**src/rtl/vga_sync_gen_if.sv**
```systemverilog
`default_nettype none
// -----------------------------------------------------------------------------
// vga_sync_gen_if : timing bundle from the sync generator to its consumers
// Revision 1.0
// -----------------------------------------------------------------------------
interface vga_sync_gen_if;
  logic       PIX_ENABLE;
  logic       LINE_ENABLE;
  logic [9:0] H_SYNCH_TIME;
  logic [9:0] V_SYNCH_TIME;
  logic       HS;
  logic       VS;
  logic       DISPLAY_ON;
  logic       FRAME_START;

  modport master (
    output PIX_ENABLE, LINE_ENABLE, H_SYNCH_TIME, V_SYNCH_TIME,
           HS, VS, DISPLAY_ON, FRAME_START
  );

  modport slave (
    input  PIX_ENABLE, LINE_ENABLE, H_SYNCH_TIME, V_SYNCH_TIME,
           HS, VS, DISPLAY_ON, FRAME_START
  );
endinterface
`default_nettype wire

```
**src/rtl/vga_sync_gen.sv**
```systemverilog
`default_nettype none
// -----------------------------------------------------------------------------
// vga_sync_gen : VGA H/V sync timing and pixel-rate enable generator
// Revision 1.0
// -----------------------------------------------------------------------------
module vga_sync_gen #(
  parameter int CLK_DIV            = 2,
  parameter int HOR_TOTAL          = 800,
  parameter int HOR_PULSE          = 96,
  parameter int HOR_BACK_PORCH_END = 144,
  parameter int HOR_DISPLAY_END    = 784,
  parameter int VER_TOTAL          = 521,
  parameter int VER_PULSE          = 2,
  parameter int VER_BACK_PORCH_END = 31,
  parameter int VER_DISPLAY_END    = 511
) (
  input  wire logic      CLK,
  input  wire logic      RESET_N,
  vga_sync_gen_if.master sync
);

  localparam int         c_div_w = (CLK_DIV > 1) ? $clog2(CLK_DIV) : 1;
  localparam logic [9:0] c_h_max = 10'(HOR_TOTAL - 1);
  localparam logic [9:0] c_v_max = 10'(VER_TOTAL - 1);
  localparam logic [9:0] c_h_pls = 10'(HOR_PULSE);
  localparam logic [9:0] c_v_pls = 10'(VER_PULSE);
  localparam logic [9:0] c_h_bpe = 10'(HOR_BACK_PORCH_END);
  localparam logic [9:0] c_h_dpe = 10'(HOR_DISPLAY_END);
  localparam logic [9:0] c_v_bpe = 10'(VER_BACK_PORCH_END);
  localparam logic [9:0] c_v_dpe = 10'(VER_DISPLAY_END);

  logic       div_tick;
  logic       pix_enable;
  logic       h_last;
  logic       v_last;
  logic [9:0] h_q, h_d;
  logic [9:0] v_q, v_d;
  logic       hs_q, hs_d;
  logic       vs_q, vs_d;
  logic       display_on_q, display_on_d;
  logic       frame_start_q, frame_start_d;

  generate
    if (CLK_DIV > 1) begin : g_div
      localparam logic [c_div_w-1:0] c_div_max = c_div_w'(CLK_DIV - 1);
      logic [c_div_w-1:0] div_q, div_d;

      always_comb begin
        div_d = (div_q == c_div_max) ? '0 : div_q + c_div_w'(1);
      end

      always_ff @(posedge CLK or negedge RESET_N) begin
        if (!RESET_N) begin
          div_q <= '0;
        end else begin
          div_q <= div_d;
        end
      end

      assign div_tick = (div_q == c_div_max);
    end else begin : g_no_div
      // Undivided: every clock is a pixel tick.
      assign div_tick = 1'b1;
    end
  endgenerate

  // Enables are forced low combinationally while reset is held.
  assign pix_enable = div_tick & RESET_N;
  assign h_last     = (h_q == c_h_max);
  assign v_last     = (v_q == c_v_max);

  always_comb begin
    h_d = h_q;
    v_d = v_q;
    if (pix_enable) begin
      h_d = h_last ? '0 : h_q + 10'd1;
      if (h_last) begin
        v_d = v_last ? '0 : v_q + 10'd1;
      end
    end
    // Decode from next-state counters so the flops line up with H/V.
    hs_d          = (h_d >= c_h_pls);
    vs_d          = (v_d >= c_v_pls);
    display_on_d  = (h_d > c_h_bpe) && (h_d <= c_h_dpe) &&
                    (v_d > c_v_bpe) && (v_d <= c_v_dpe);
    frame_start_d = pix_enable && h_last && v_last;
  end

  always_ff @(posedge CLK or negedge RESET_N) begin
    if (!RESET_N) begin
      h_q           <= '0;
      v_q           <= '0;
      hs_q          <= 1'b0;
      vs_q          <= 1'b0;
      display_on_q  <= 1'b0;
      frame_start_q <= 1'b0;
    end else begin
      h_q           <= h_d;
      v_q           <= v_d;
      hs_q          <= hs_d;
      vs_q          <= vs_d;
      display_on_q  <= display_on_d;
      frame_start_q <= frame_start_d;
    end
  end

  assign sync.PIX_ENABLE   = pix_enable;
  assign sync.LINE_ENABLE  = pix_enable & h_last;
  assign sync.H_SYNCH_TIME = h_q;
  assign sync.V_SYNCH_TIME = v_q;
  assign sync.HS           = hs_q;
  assign sync.VS           = vs_q;
  assign sync.DISPLAY_ON   = display_on_q;
  assign sync.FRAME_START  = frame_start_q;

endmodule
`default_nettype wire

```
**src/flat_wrapper.sv**
```systemverilog
// flat-port wrapper written by rule: the top's interface ports become plain ports
module vga_sync_gen_flat 
#(
  parameter int CLK_DIV            = 2,
  parameter int HOR_TOTAL          = 800,
  parameter int HOR_PULSE          = 96,
  parameter int HOR_BACK_PORCH_END = 144,
  parameter int HOR_DISPLAY_END    = 784,
  parameter int VER_TOTAL          = 521,
  parameter int VER_PULSE          = 2,
  parameter int VER_BACK_PORCH_END = 31,
  parameter int VER_DISPLAY_END    = 511
)
  (CLK, RESET_N, sync_PIX_ENABLE, sync_LINE_ENABLE, sync_H_SYNCH_TIME, sync_V_SYNCH_TIME, sync_HS, sync_VS, sync_DISPLAY_ON, sync_FRAME_START);
  vga_sync_gen_if sync_i ();
  input  wire logic CLK;
  input  wire logic RESET_N;
  output wire logic [$bits(sync_i.PIX_ENABLE)-1:0] sync_PIX_ENABLE;
  output wire logic [$bits(sync_i.LINE_ENABLE)-1:0] sync_LINE_ENABLE;
  output wire logic [$bits(sync_i.H_SYNCH_TIME)-1:0] sync_H_SYNCH_TIME;
  output wire logic [$bits(sync_i.V_SYNCH_TIME)-1:0] sync_V_SYNCH_TIME;
  output wire logic [$bits(sync_i.HS)-1:0] sync_HS;
  output wire logic [$bits(sync_i.VS)-1:0] sync_VS;
  output wire logic [$bits(sync_i.DISPLAY_ON)-1:0] sync_DISPLAY_ON;
  output wire logic [$bits(sync_i.FRAME_START)-1:0] sync_FRAME_START;
  assign sync_PIX_ENABLE = sync_i.PIX_ENABLE;
  assign sync_LINE_ENABLE = sync_i.LINE_ENABLE;
  assign sync_H_SYNCH_TIME = sync_i.H_SYNCH_TIME;
  assign sync_V_SYNCH_TIME = sync_i.V_SYNCH_TIME;
  assign sync_HS = sync_i.HS;
  assign sync_VS = sync_i.VS;
  assign sync_DISPLAY_ON = sync_i.DISPLAY_ON;
  assign sync_FRAME_START = sync_i.FRAME_START;
  vga_sync_gen #(.CLK_DIV(CLK_DIV), .HOR_TOTAL(HOR_TOTAL), .HOR_PULSE(HOR_PULSE), .HOR_BACK_PORCH_END(HOR_BACK_PORCH_END), .HOR_DISPLAY_END(HOR_DISPLAY_END), .VER_TOTAL(VER_TOTAL), .VER_PULSE(VER_PULSE), .VER_BACK_PORCH_END(VER_BACK_PORCH_END), .VER_DISPLAY_END(VER_DISPLAY_END)) u_core (.CLK(CLK), .RESET_N(RESET_N), .sync(sync_i));
endmodule
```
**config.mk**
```make
export PLATFORM = sky130hd
export DESIGN_NAME = vga_sync_gen_flat
export DESIGN_NICKNAME = d
export VERILOG_FILES = /design/src/rtl/vga_sync_gen_if.sv /design/src/rtl/vga_sync_gen.sv /design/src/flat_wrapper.sv
export SDC_FILE = /design/constraint.sdc
export NUM_CORES = 1
export LEC_CHECK = 0
export CORE_MARGIN = 2
export CORE_UTILIZATION = 46
export DETAILED_ROUTE_END_ITERATION = 16
export PLACE_DENSITY = 0.75
export SETUP_SLACK_MARGIN = 0.2
export SLEW_MARGIN = 40
export SYNTH_ARGS = -nofsm -noshare
export SYNTH_HDL_FRONTEND = slang
export SYNTH_SLANG_ARGS = --single-unit
```
**constraint.sdc**
```tcl
create_clock -name CLK -period 1.84 [get_ports CLK]
set_clock_uncertainty 0.05 [all_clocks]
set_input_delay 0.368 -clock CLK [delete_from_list [all_inputs] [get_ports CLK]]
set_output_delay 0.368 -clock CLK [all_outputs]
set_load 0.02 [all_outputs]
```
==> impl_metrics.toml <==
[clock_network]
cts.sinks = 25
cts_buffers = 3
insertion_delay_ns = 0.32
path_clk_slew_ns = 0.15
cts_tree = "built"
root_buffer = "clkbuf_4"
cts_max_path_buffers = 2
htree_levels = 1

[global_route]
top_usage_layer = "met2"
use_met3_pct = 2.35
grtUsageMet2_pct = 49.4
grt_util_met1_pct = 33.0
grt_max_degree = 16
grt_usage_pct = 26.6
grt_overflow_total = 0
grt_pass1_vias = 1576
grt_antenna_before_repair = 0
grt_pass1_wl_mm = 7.29

[drt]
drc = 0
drt-initial-drc-count = 62
wire_per_inst_um = 17.4
dr.pass1.iters = 4
ant_nets = 0
viasPerCell = 5.54
wl_mm = 4.84
vias = 1547

[floorplanning]
rows = 20
die_h_um = 60.5
core_area_um2 = 3050
io_pins = 28
initial_core_util_pct = 48.0
die_w_um = 60.5
dieArea_um2 = 3660

[timing]
period_share_pct = 113
worst_slew_pin_slew_ns = 0.356
grt_setup_unrepaired = "yes"
slew_violations = 0
hold_slack_ns = 0.211
setup_violations = 5
slew_headroom_pct = 76.1
hold_viol = 0
fin_ws_ns = -0.236
period_needed_ns = 2.08
fmax_ghz = 0.482

[finish]
fillers = 206
diodes = 0
design_area_um2 = 2410
layout-drive-gt1-share_pct = 49.4
area.sequential_um2 = 631
nNetsFinal = 241
multi_input_area_um2 = 955
area_delta_synth_final_pct = 64.1
fin_cells = 279

[pwr]
p_seq_share_pct = 41.6
p_sw_share_pct = 34.5
p_switching_w = 0.000535
p_leak_nw = 1.16
irDropWorstVdd_v = 0.000517
pwr_density_cell_nw_per_um2 = 644
pwr-share-comb_pct = 42.0
clock_power_share_pct = 16.4
internal-power_w = 0.00101

[logic_synthesis]
synth-seq-area-share_pct = 42.7
synth_area_um2 = 1470
synth_edf_count = 0
yosys_warnings = 0
synth.net_count = 154
synthCells = 149
ys_ff_latch = 25
netlist-cell-type-count = 46
syn_avg_cell_area_um2 = 9.84
synthArstFlopShare_pct = 100
synth_flop_cell = "dfrtp_1"

[placed_design]
post_dp_cell_area_um2 = 2130
gp_congestion = 0.861
place_hpwl_mm = 2.96
port_buffers = 27
place_inst = 260

[run]
drv_cap = 0

[critical_path]
crit_type = "reg -> reg"
crit_path_max_fanout = 3
critPathCaptureType = "flip-flop"
critPathLaunchType = "flip-flop"
worstPathArrival_ns = 2.23
cp.required_ns = 2.00

[worst_hold_path]
hold_class = "in -> async"

[run_status]
outcome = "finished with violations"
violations = "negative setup slack"
## logic make-up (layout without fill, tap and decap cells)
group,count (synthesis),in the layout,synth area share [%]
AOI/OAI and AO/OA,28,28,13.4
xor gates and xnor gates,13,13,8.28
adders and majority gates,3,3,2.56
buffers and inverters,13,99,4.78
DFF,25,25,42.7
muxes,3,3,2.22
and+or+nand+nor,64,64,26.1
## through the flow
stage / total power, W / worst slack, ns / TNS, ns / utilization [%]
finish: 0.00155 / -0.236 / -0.626 / 78.8
global route: 0.00161 / -0.261 / -0.987 / 78.8
CTS: 0.00146 / -0.101 / -0.200 / 76.1
detailed placement: 0.00117 / -0.635 / -5.19 / 69.7
global placement: 0.00115 / -0.581 / -4.48 / 69.7
floorplan: 0.000888 / -0.0737 / -0.0737 / -
## cells in the mapped netlist (all sizes together), types with 3 or more instances
master	n	area (um^2)
ha	3	37.5
nor2	8	30.0
nand2	17	63.8
nand4	6	58.8
xor2	6	52.6
nor4	4	31.3
nor3	3	25.0
xnor2	7	68.8
a21oi	5	28.8
and4	5	46.3
and3	4	25.0
buf	3	27.5
inv	9	33.8
o21ai	10	50.1
nand3	9	45.0
dfrtp	25	626
or3	3	18.8
## worst max-delay path, stage by stage (launching register included)
cell and delay, ns:
dfrtp_1 0.43, nor4_2 0.40, nand4_1 0.31, a21oi_2 0.29, o21ai_2 0.09, buf_4 0.14, nor3_2 0.12, nand4bb_1 0.12
## routing by layer
metal	wire length (um)	share of wire, %	up-vias
met1	1940	40	780
met2	2660	55	45
met3	146	3.0	6
met4	86	1.8	0
li1	-	-	716
met5	0	0	-
## path summary, 6_finish.rpt
path                                             startpoint                           to  slack [ns]  depth (start not counted)
min in group CLK                            u_core.div_tick              u_core.div_tick        0.45                          1
worst min-delay path                                RESET_N  u_core.sync.H_SYNCH_TIME[8]        0.21                          2
worst min register to register              u_core.div_tick              u_core.div_tick        0.45                          1
worst max-delay path            u_core.sync.V_SYNCH_TIME[5]               u_core.sync.VS       -0.24                          7
worst max register to register  u_core.sync.V_SYNCH_TIME[5]               u_core.sync.VS       -0.24                          7
max in group asynchronous                           RESET_N              u_core.div_tick        1.04                          2
## final cells by class
cell class,instances,share of cell area [%]
inverter,10,1.77
sequential,25,26.2
timing repair buffer,85,28.9
clock buffer,3,0.936
multi-input combinational,111,39.7
clock inverter,1,0.208
tap,44,2.29
## sequential cells by signal, indices dropped and copies added, names as in the netlist
register                  count
u_core.sync.V_SYNCH_TIME     10
u_core.sync.HS                1
u_core.sync.FRAME_START       1
u_core.div_tick               1
u_core.sync.DISPLAY_ON        1
u_core.sync.VS                1
u_core.sync.H_SYNCH_TIME     10
## cells in the final DEF, fill, tap and decap left out, types with 5 or more instances in the layout
cell type      instances
dlygate4sd2_1         11
nor2_1                 6
nand2_1               16
xor2_1                 6
inv_1                  8
nand3_1                6
clkbuf_2               8
buf_4                 48
buf_6                 11
dfrtp_1               21
o21ai_0                5
xnor2_1                5
## power by group through the flow
stage | clock network [W] | registers [W] | logic (W)
after floorplan | 0 | 0.000717 | 0.000171
after global placement | 0 | 0.000650 | 0.000503
after detailed placement | 0 | 0.000654 | 0.000517
after CTS | 0.000250 | 0.000642 | 0.000564
after global routing | 0.000268 | 0.000654 | 0.000685
final | 0.000255 | 0.000645 | 0.000651
## timing repair
item,4_1_cts,5_1_grt
resized for setup,71,41
pin swaps,13,6
hold buffers,1,0
setup endpoints to repair,38,32
setup buffers,10,4
endpoints found under the hold margin,1,0
Power figures use the tool's default switching activity.
